$ cat config.mk
export PLATFORM = sky130hd
export DESIGN_NAME = uart_transmitter_flat
export DESIGN_NICKNAME = d
export VERILOG_FILES = /design/src/rtl/uart_pkg.sv /design/src/rtl/uart_transmitter_if.sv /design/src/rtl/uart_baud_tick.sv /design/src/rtl/uart_transmitter.sv /design/src/flat_wrapper.sv
export SDC_FILE = /design/constraint.sdc
export NUM_CORES = 1
export LEC_CHECK = 0
export ABC_AREA = 1
export BUFFER_PORTS_ARGS = -buffer_cell sky130_fd_sc_hd__buf_2
export CAP_MARGIN = 20
export CORE_MARGIN = 8
export CORE_UTILIZATION = 64
export DETAILED_ROUTE_END_ITERATION = 8
export PLACE_DENSITY = 0.81
export SYNTH_ARGS = -nofsm -noshare
export SYNTH_HDL_FRONTEND = slang
export SYNTH_SLANG_ARGS = --single-unit
$ cat constraint.sdc
create_clock -name clk -period 2.32 [get_ports clk]
set_clock_uncertainty 0.1 [all_clocks]
set_input_delay 0.464 -clock clk [delete_from_list [all_inputs] [get_ports clk]]
set_output_delay 0.464 -clock clk [all_outputs]
set_load 0.01 [all_outputs]
$ cat src/rtl/uart_pkg.sv
// Shared UART definitions: transmitter state encoding and frame constants.
// Optional feature macro: UART_TX_PARITY_EN (adds an even-parity bit, 8E1 frame).
package uart_pkg;

  localparam int unsigned UART_DATA_BITS = 8;
  localparam logic        UART_START_BIT = 1'b0;
  localparam logic        UART_STOP_BIT  = 1'b1;

  typedef enum logic [2:0] {
    IDLE,
    START,
    DATA,
`ifdef UART_TX_PARITY_EN
    PARITY,
`endif
    STOP
  } uart_tx_state_t;

  function automatic logic uart_even_parity(input logic [UART_DATA_BITS-1:0] d);
    return ^d;
  endfunction

endpackage

$ cat src/rtl/uart_transmitter_if.sv
// Word handshake into the UART transmitter: valid/ready with 8-bit payload.
interface uart_transmitter_if;
  import uart_pkg::*;

  logic [UART_DATA_BITS-1:0] tx_data;
  logic                      tx_valid;
  logic                      tx_ready;

  modport master (output tx_data, output tx_valid, input tx_ready);
  modport slave  (input tx_data, input tx_valid, output tx_ready);
endinterface

$ cat src/rtl/uart_baud_tick.sv
// Bit-period timer: tick is high on the last clk cycle of each bit period.
// Shared with the receiver side.
module uart_baud_tick #(
  parameter int unsigned CYCLES_PER_BIT = 4
) (
  input  logic clk,
  input  logic rst,
  input  logic clear,
  output logic tick
);

  localparam int unsigned W = $clog2(CYCLES_PER_BIT + 1);
  localparam logic [W-1:0] LAST = W'(CYCLES_PER_BIT - 1);

  logic [W-1:0] cnt;

  assign tick = (cnt == LAST);

  // Free-running count within a bit, restarted by clear or at each boundary
  always_ff @(posedge clk or posedge rst) begin
    if (rst)        cnt <= '0;
    else if (clear) cnt <= '0;
    else if (tick)  cnt <= '0;
    else            cnt <= cnt + W'(1);
  end

endmodule

$ cat src/rtl/uart_transmitter.sv
// UART transmitter: start, 8 data bits LSB first, optional even parity, stop.
// One-entry holding buffer lets back-to-back frames go out with no idle gap.
// Optional feature macro: UART_TX_PARITY_EN.
module uart_transmitter
  import uart_pkg::*;
#(
  parameter int unsigned CLOCK_FREQ     = 50000000,
  parameter int unsigned BAUD_RATE      = 9600,
  parameter int unsigned CYCLES_PER_BIT = CLOCK_FREQ / BAUD_RATE
) (
  input  logic               clk,
  input  logic               rst,
  input  logic               enable,
  uart_transmitter_if.slave  tx_if,
  output logic               tx,
  output logic               busy,
  output logic               frame_done
);

  uart_tx_state_t            state;
  logic [UART_DATA_BITS-1:0] tx_word;
  logic [UART_DATA_BITS-1:0] hold_data;
  logic                      hold_full;
  logic [2:0]                bit_cnt;
  logic                      tick;
  logic                      accept;
  logic                      stop_end;

  assign tx_if.tx_ready = enable & ~hold_full;
  assign accept         = tx_if.tx_valid & tx_if.tx_ready;
  assign stop_end       = (state == STOP) & tick;

  uart_baud_tick #(.CYCLES_PER_BIT(CYCLES_PER_BIT)) u_baud (
    .clk   (clk),
    .rst   (rst),
    .clear ((state == IDLE) | ~enable),
    .tick  (tick)
  );

  // Frame sequencer with holding buffer; all outputs registered
  always_ff @(posedge clk or posedge rst) begin
    if (rst) begin
      state      <= IDLE;
      tx_word    <= '0;
      hold_data  <= '0;
      hold_full  <= 1'b0;
      bit_cnt    <= '0;
      tx         <= UART_STOP_BIT;
      busy       <= 1'b0;
      frame_done <= 1'b0;
    end else if (!enable) begin
      state      <= IDLE;
      hold_full  <= 1'b0;
      bit_cnt    <= '0;
      tx         <= UART_STOP_BIT;
      busy       <= 1'b0;
      frame_done <= 1'b0;
    end else begin
      frame_done <= 1'b0;
      // Accepts that cannot go straight to the shifter park in the buffer
      if (accept && (state != IDLE) && !stop_end) begin
        hold_data <= tx_if.tx_data;
        hold_full <= 1'b1;
      end
      case (state)
        IDLE: begin
          if (accept) begin
            tx_word <= tx_if.tx_data;
            tx      <= UART_START_BIT;
            busy    <= 1'b1;
            state   <= START;
          end
        end
        START: begin
          if (tick) begin
            tx      <= tx_word[0];
            bit_cnt <= '0;
            state   <= DATA;
          end
        end
        DATA: begin
          if (tick) begin
            if (bit_cnt == 3'd7) begin
              bit_cnt <= '0;
`ifdef UART_TX_PARITY_EN
              tx      <= uart_even_parity(tx_word);
              state   <= PARITY;
`else
              tx      <= UART_STOP_BIT;
              state   <= STOP;
`endif
            end else begin
              bit_cnt <= bit_cnt + 3'd1;
              tx      <= tx_word[bit_cnt + 3'd1];
            end
          end
        end
`ifdef UART_TX_PARITY_EN
        PARITY: begin
          if (tick) begin
            tx    <= UART_STOP_BIT;
            state <= STOP;
          end
        end
`endif
        STOP: begin
          if (tick) begin
            frame_done <= 1'b1;
            // Buffered word wins; otherwise a same-edge accept goes straight out
            if (hold_full) begin
              tx_word   <= hold_data;
              hold_full <= 1'b0;
              tx        <= UART_START_BIT;
              state     <= START;
            end else if (accept) begin
              tx_word <= tx_if.tx_data;
              tx      <= UART_START_BIT;
              state   <= START;
            end else begin
              tx    <= UART_STOP_BIT;
              busy  <= 1'b0;
              state <= IDLE;
            end
          end
        end
        default: state <= IDLE;
      endcase
    end
  end

endmodule

$ cat src/flat_wrapper.sv
// flat-port wrapper written by rule: the top's interface ports become plain ports
module uart_transmitter_flat import uart_pkg::*;
#(
  parameter int unsigned CLOCK_FREQ     = 50000000,
  parameter int unsigned BAUD_RATE      = 9600,
  parameter int unsigned CYCLES_PER_BIT = CLOCK_FREQ / BAUD_RATE
)
  (clk, rst, enable, tx, busy, frame_done, tx_if_tx_data, tx_if_tx_valid, tx_if_tx_ready);
  uart_transmitter_if tx_if_i ();
  input  logic clk;
  input  logic rst;
  input  logic enable;
  output logic tx;
  output logic busy;
  output logic frame_done;
  input wire logic [$bits(tx_if_i.tx_data)-1:0] tx_if_tx_data;
  input wire logic [$bits(tx_if_i.tx_valid)-1:0] tx_if_tx_valid;
  output wire logic [$bits(tx_if_i.tx_ready)-1:0] tx_if_tx_ready;
  assign tx_if_i.tx_data = tx_if_tx_data;
  assign tx_if_i.tx_valid = tx_if_tx_valid;
  assign tx_if_tx_ready = tx_if_i.tx_ready;
  uart_transmitter #(.CLOCK_FREQ(CLOCK_FREQ), .BAUD_RATE(BAUD_RATE), .CYCLES_PER_BIT(CYCLES_PER_BIT)) u_core (.clk(clk), .rst(rst), .enable(enable), .tx_if(tx_if_i), .tx(tx), .busy(busy), .frame_done(frame_done));
endmodule
Word-level counts from Yosys, hierarchy flattened
Cells that the tools add are included.
- $add $sub $neg: 2
- multipliers: 0
- divide/modulo/power cells: 0
- magnitude comparators: 1
- equal/unequal tests: 16
- shifts and indexed selects: 0
- muxes and demuxes: 45
- bitwise gates (word level): 6
- reductions and logical operators: 12
- operators with widths (kind ; count):
    $mux W3 ; 11
    $mux W13 ; 2
    $mux W8 ; 3
    $mux W1 ; 23
    $pmux W8 S2 ; 1
    $ne A3 B2 Y1 const B ; 5
    $reduce_and A5 Y1 ; 3
    $add A13 B1 Y13 const B ; 1
    $eq A13 B13 Y1 const B ; 1
    $pmux W3 S4 ; 1
    $eq A3 B2 Y1 const B ; 2
    $ne A3 B1 Y1 const B ; 2
    $ne A3 B3 Y1 const B ; 2
    $pmux W3 S2 ; 1
    $reduce_and A3 Y1 ; 2
    $ne A5 B1 Y1 const B ; 1
    $lt A3 B4 Y1 const B ; 1
    $pmux W1 S4 ; 1
    $add A3 B1 Y3 const B ; 1
    $and A1 B1 Y1 ; 3
    $bmux W1 S3 ; 1
    $eq A3 B1 Y1 const B ; 1
    $eq A3 B3 Y1 const B ; 1
    $logic_not A3 Y1 ; 1
    9 further kinds ; 11
- flip-flop bits (word level): 39
- latch bits: 0
- RAM bits: 0
- bits in read-only memories: 0
- input port bits: 12
- output and inout bits: 4
- word-level logic and storage cells: 91
- memories kept: 0

Depth between registers and ports, before layout
- depth in word-level cells: 10
- depth in mapped cells: 10
- gate-level depth less buffers: 10

By module
From an unflattened synthesis, not the netlist that was laid out.
- cells, all modules: 265
- area total of the unflattened synthesis: 2144.6 um^2
- by module, submodules not included (module ; times used ; cells an instance ; area each (um^2) ; seq. area each (um^2)):
    uart_transmitter ; 1 ; 169 ; 1408.9 ; 626.9
    uart_baud_tick ; 1 ; 96 ; 735.7 ; 325.3

Worst setup path after synthesis
No wires, ideal clock.
- path type: flip-flop to flip-flop
- start point: register u_core.u_baud.cnt[0]
- end point: register u_core.tx_word[0]
- setup time: 0.123 ns
- data arrival time: 1.297 ns
- required time: 2.097 ns
- slack: 0.800 ns
- cell stages (with the launch flop): 10
- buffers on the path: 1
- clock period less this slack: 1.520 ns
- path through: dfrtp_1 -> ha_1 -> nand2_2 -> nor2_2 -> nand3_4 -> nor2_4 -> o21ai_4 -> buf_6 -> nand2_2 -> o21ai_2
- cells in the longest elaborated chain, start to end: 3
- RTL lines (element ; RTL line ; source):
    start, declared ; uart_baud_tick.sv:15 ; logic [W-1:0] cnt;
    start signal, assigned ; uart_baud_tick.sv:24 ; else cnt <= cnt + W'(1);
    $eq A13 B13 Y1 ; uart_baud_tick.sv:17 ; assign tick = (cnt == LAST);
    $ne A2 B1 Y1 (no line) ; - ;
    $reduce_and A3 Y1 (no line) ; - ;
    end signal, assigned ; uart_transmitter.sv:68 ; tx_word <= tx_if.tx_data;
    end signal, assigned ; uart_transmitter.sv:111 ; tx_word <= hold_data;
    end signal, assigned ; uart_transmitter.sv:116 ; tx_word <= tx_if.tx_data;
    end, declared ; uart_transmitter.sv:21 ; logic [UART_DATA_BITS-1:0] tx_word;
No other way between the ends.
A chain may end at the register's enable or synchronous reset.

Final worst setup path
- start point: register u_core.state[0]
- end point: register u_core.tx_word[5]
- cells in the longest elaborated chain, start to end: 3
- elaborated cells on any way between the ends: 6
- those cells by class: 2 x eq/ne; 1 x mux; 3 x reduce/logical
- RTL lines (element ; RTL line ; source):
    start, declared ; uart_transmitter.sv:20 ; uart_tx_state_t state;
    start signal, assigned ; uart_transmitter.sv:43 ; state <= IDLE;
    start signal, assigned ; uart_transmitter.sv:52 ; state <= IDLE;
    start signal, assigned ; uart_transmitter.sv:71 ; state <= START;
    $eq A3 B2 Y1 or $logic_not A3 Y1 (tied branches) ; uart_transmitter.sv:65 ; case (state)
    $ne A2 B1 Y1 (no line) or $reduce_bool A2 Y1 (tied branches) ; - ;
    $reduce_and A3 Y1 (no line) ; - ;
Parallel ways exist; a longest one is shown, timed or not.

==> results.json <==
{
  "status": "completed",
  "required_ns": 2.51,
  "tritoncts": "yes",
  "grt.total_usage_pct": 15.8,
  "yosys.area.top_type": "dfrtp_1",
  "synth.avg_cell_area_sq_um": 8.30,
  "yosys_warnings": 0,
  "cts_hold_buf": 0,
  "post_cts_buffers": 0,
  "relSlewSlack_pct": 65.0,
  "yosys.cell_types.count": 28,
  "dieArea_sq_mm": 0.00557,
  "ys_seq_area_share_pct": 43.3,
  "cts.sinks": 38,
  "root_buffer": "clkbuf_4",
  "synth_most_common_cell": "nand2_1",
  "port_buffers": 15,
  "rrSetupSlack_ns": 0.51,
  "ys_ff_latch": 38,
  "grt_pass1_vias": 1584,
  "num_vias": 1704,
  "place_congestion": 0.977,
  "synth_edf_count": 0,
  "slew_violations": 0,
  "tightest_slew_ns": 0.524,
  "max_cap_violations": 0,
  "io_pins": 16,
  "synth_nets": 284,
  "final_hold_viol_count": 0,
  "path_max_fanout": 16,
  "yosysTopAreaCellShare_pct": 42.1,
  "die_x_um": 74.6,
  "areaGrowthSynthToFinish_pct": 7.68,
  "firstDrtPassIters": 4,
  "initial_core_util_pct": 66.4,
  "clock_path_buffers": 2,
  "rsz0062_at_grt": "false",
  "die_height_um": 74.6,
  "min_period_ns": 1.81,
  "critPathCaptureType": "register",
  "grt_pass1_wl_um": 6800,
  "num_antenna_cells": 0,
  "totalWireLength_um": 3840,
  "cts.reportedPaths.clkPinSlew_ns": 0.11,
  "crit_arrival_ns": 2.00,
  "critPathKind": "register to register",
  "synthArstFlopShare_pct": 100,
  "pwr_density_cell_mw_per_mm2": 890,
  "routedWlPerCell_um": 11.6,
  "leakage_nw": 1.16,
  "grt_max_degree": 39,
  "setup-violations-final": 0,
  "fin_crit_sh_pct": 78.0,
  "start_kind": "register",
  "netlist_area_sq_mm": 0.00220,
  "first_iter_violations": 98,
  "antenna_found_initial": 0,
  "detail-route-antenna-nets": 0,
  "final_nets": 304,
  "grt-ovfl-total": 0,
  "rows": 21,
  "cts_resized": 0,
  "dp_hpwl_um": 2800,
  "tns_ns": 0,
  "avgViaCountPerCell": 5.13,
  "dpl_cell_area_sq_mm": 0.00231,
  "synth_commonest_cells": "nand2_1, dfrtp_1, inv_1",
  "htreeDepth": 2,
  "synth_flop_cell": "dfrtp_1",
  "drc": 0,
  "max-vdd-ir-drop_uv": 603,
  "synth_cells": 265,
  "clk_latency_ns": 0.35,
  "coreArea_sq_mm": 0.00331,
  "finalInstanceArea_sq_mm": 0.00237,
  "ys_top_cells_by_area": "dfrtp_1, nand2_1, o21ai_2",
  "finish.utilization_pct": 71.5,
  "hold_class": "primary input to asynchronous set/reset pin",
  "drive_gt1_share_pct": 24.8,
  "cts_inserted_buffers": 5,
  "fmax_mhz": 553
}
## state kept, by name, indices dropped and copies added (netlist names)
name / count
u_core.hold_data: 8
u_core.frame_done: 1
u_core.state: 2
u_core.tx_word: 8
u_core.busy: 1
u_core.bit_cnt: 3
u_core.u_baud.cnt: 13
u_core.hold_full: 1
u_core.tx: 1
## final cells by class
cell class,instances,area [sq um]
repair buffers,17,90.1
well taps,46,57.6
fillers,289,943
flip-flops and latches,38,952
clock buffers,7,55.1
inverters,38,143
clock inverters,1,5.00
multi-input cells,185,1060
## worst paths after layout
kind / from / to / depth (start not counted)
min in group clk: tx_if_tx_data[3] / u_core.hold_data[3] / 3
worst max register to register: u_core.state[0] / u_core.tx_word[5] / 7
worst max-delay path: u_core.state[0] / u_core.tx_word[5] / 7
max in group asynchronous: rst / u_core.tx / 3
worst min register to register: u_core.hold_data[7] / u_core.hold_data[7] / 2
worst min-delay path: rst / u_core.u_baud.cnt[12] / 3
## worst max-delay path, stage by stage (launching register included)
cell and delay [ns]:
dfrtp_1 0.41, inv_1 0.08, ha_1 0.25, nand2_1 0.17
nor2_4 0.06, o21ai_4 0.46, nand2_1 0.14, o21ai_2 0.08
## report_power, final
part	internal [mW]	switching, mW	total, mW
clock	0.147	0.218	0.365
sequential	0.852	0.117	0.970
combinational	0.300	0.472	0.772
## metrics by stage
stage / worst slack (ns) / total power, mW / hold WS (ns) / cells
5_1_grt: 0.355 / 2.28 / 0.136 / 332
4_1_cts: 0.509 / 2.12 / 0.103 / 332
2_1_floorplan: 0.800 / 1.60 / 0.332 / 265
3_5_place_dp: 0.465 / 1.75 / 0.359 / 324
3_3_place_gp: 0.433 / 1.73 / 0.353 / 324
6_report: 0.510 / 2.11 / 0.105 / 332
## cells by family after synthesis
logic type,Yosys count,share of synthesized area [%]
buffers and inverters,42,8.25
adders and majority gates,7,3.98
DFF,38,43.3
AOI/OAI and AO/OA,39,12.4
and+or+nand+nor,134,30.1
xor gates and xnor gates,5,1.99
## placed cells by master, fill, tap and decap left out, types with 4 or more instances in the layout
cell	instances
nor2_1	13
nand4_1	5
a21oi_1	6
clkbuf_4	5
nor2_4	6
nand2_2	10
inv_2	6
buf_2	15
o21ai_2	16
nand3_1	20
nor2_2	4
o21ai_0	15
dfrtp_1	37
nand2_1	66
inv_1	32
nor3_1	4
xor2_1	5
ha_1	7
## per-layer routing
| layer | wire length [um] | part of all wire, % | vias up | track usage, % |
|---|---|---|---|---|
| li1 | - | - | 895 | - |
| met1 | 1910 | 50 | 759 | 20.3 |
| met2 | 1650 | 43 | 40 | 23.9 |
| met3 | 185 | 4.8 | 10 | 4.13 |
| met4 | 96 | 2.5 | 0 | 8.26 |
| met5 | 0 | 0 | - | 0 |
No activity file was read; power rests on OpenSTA's default activity.
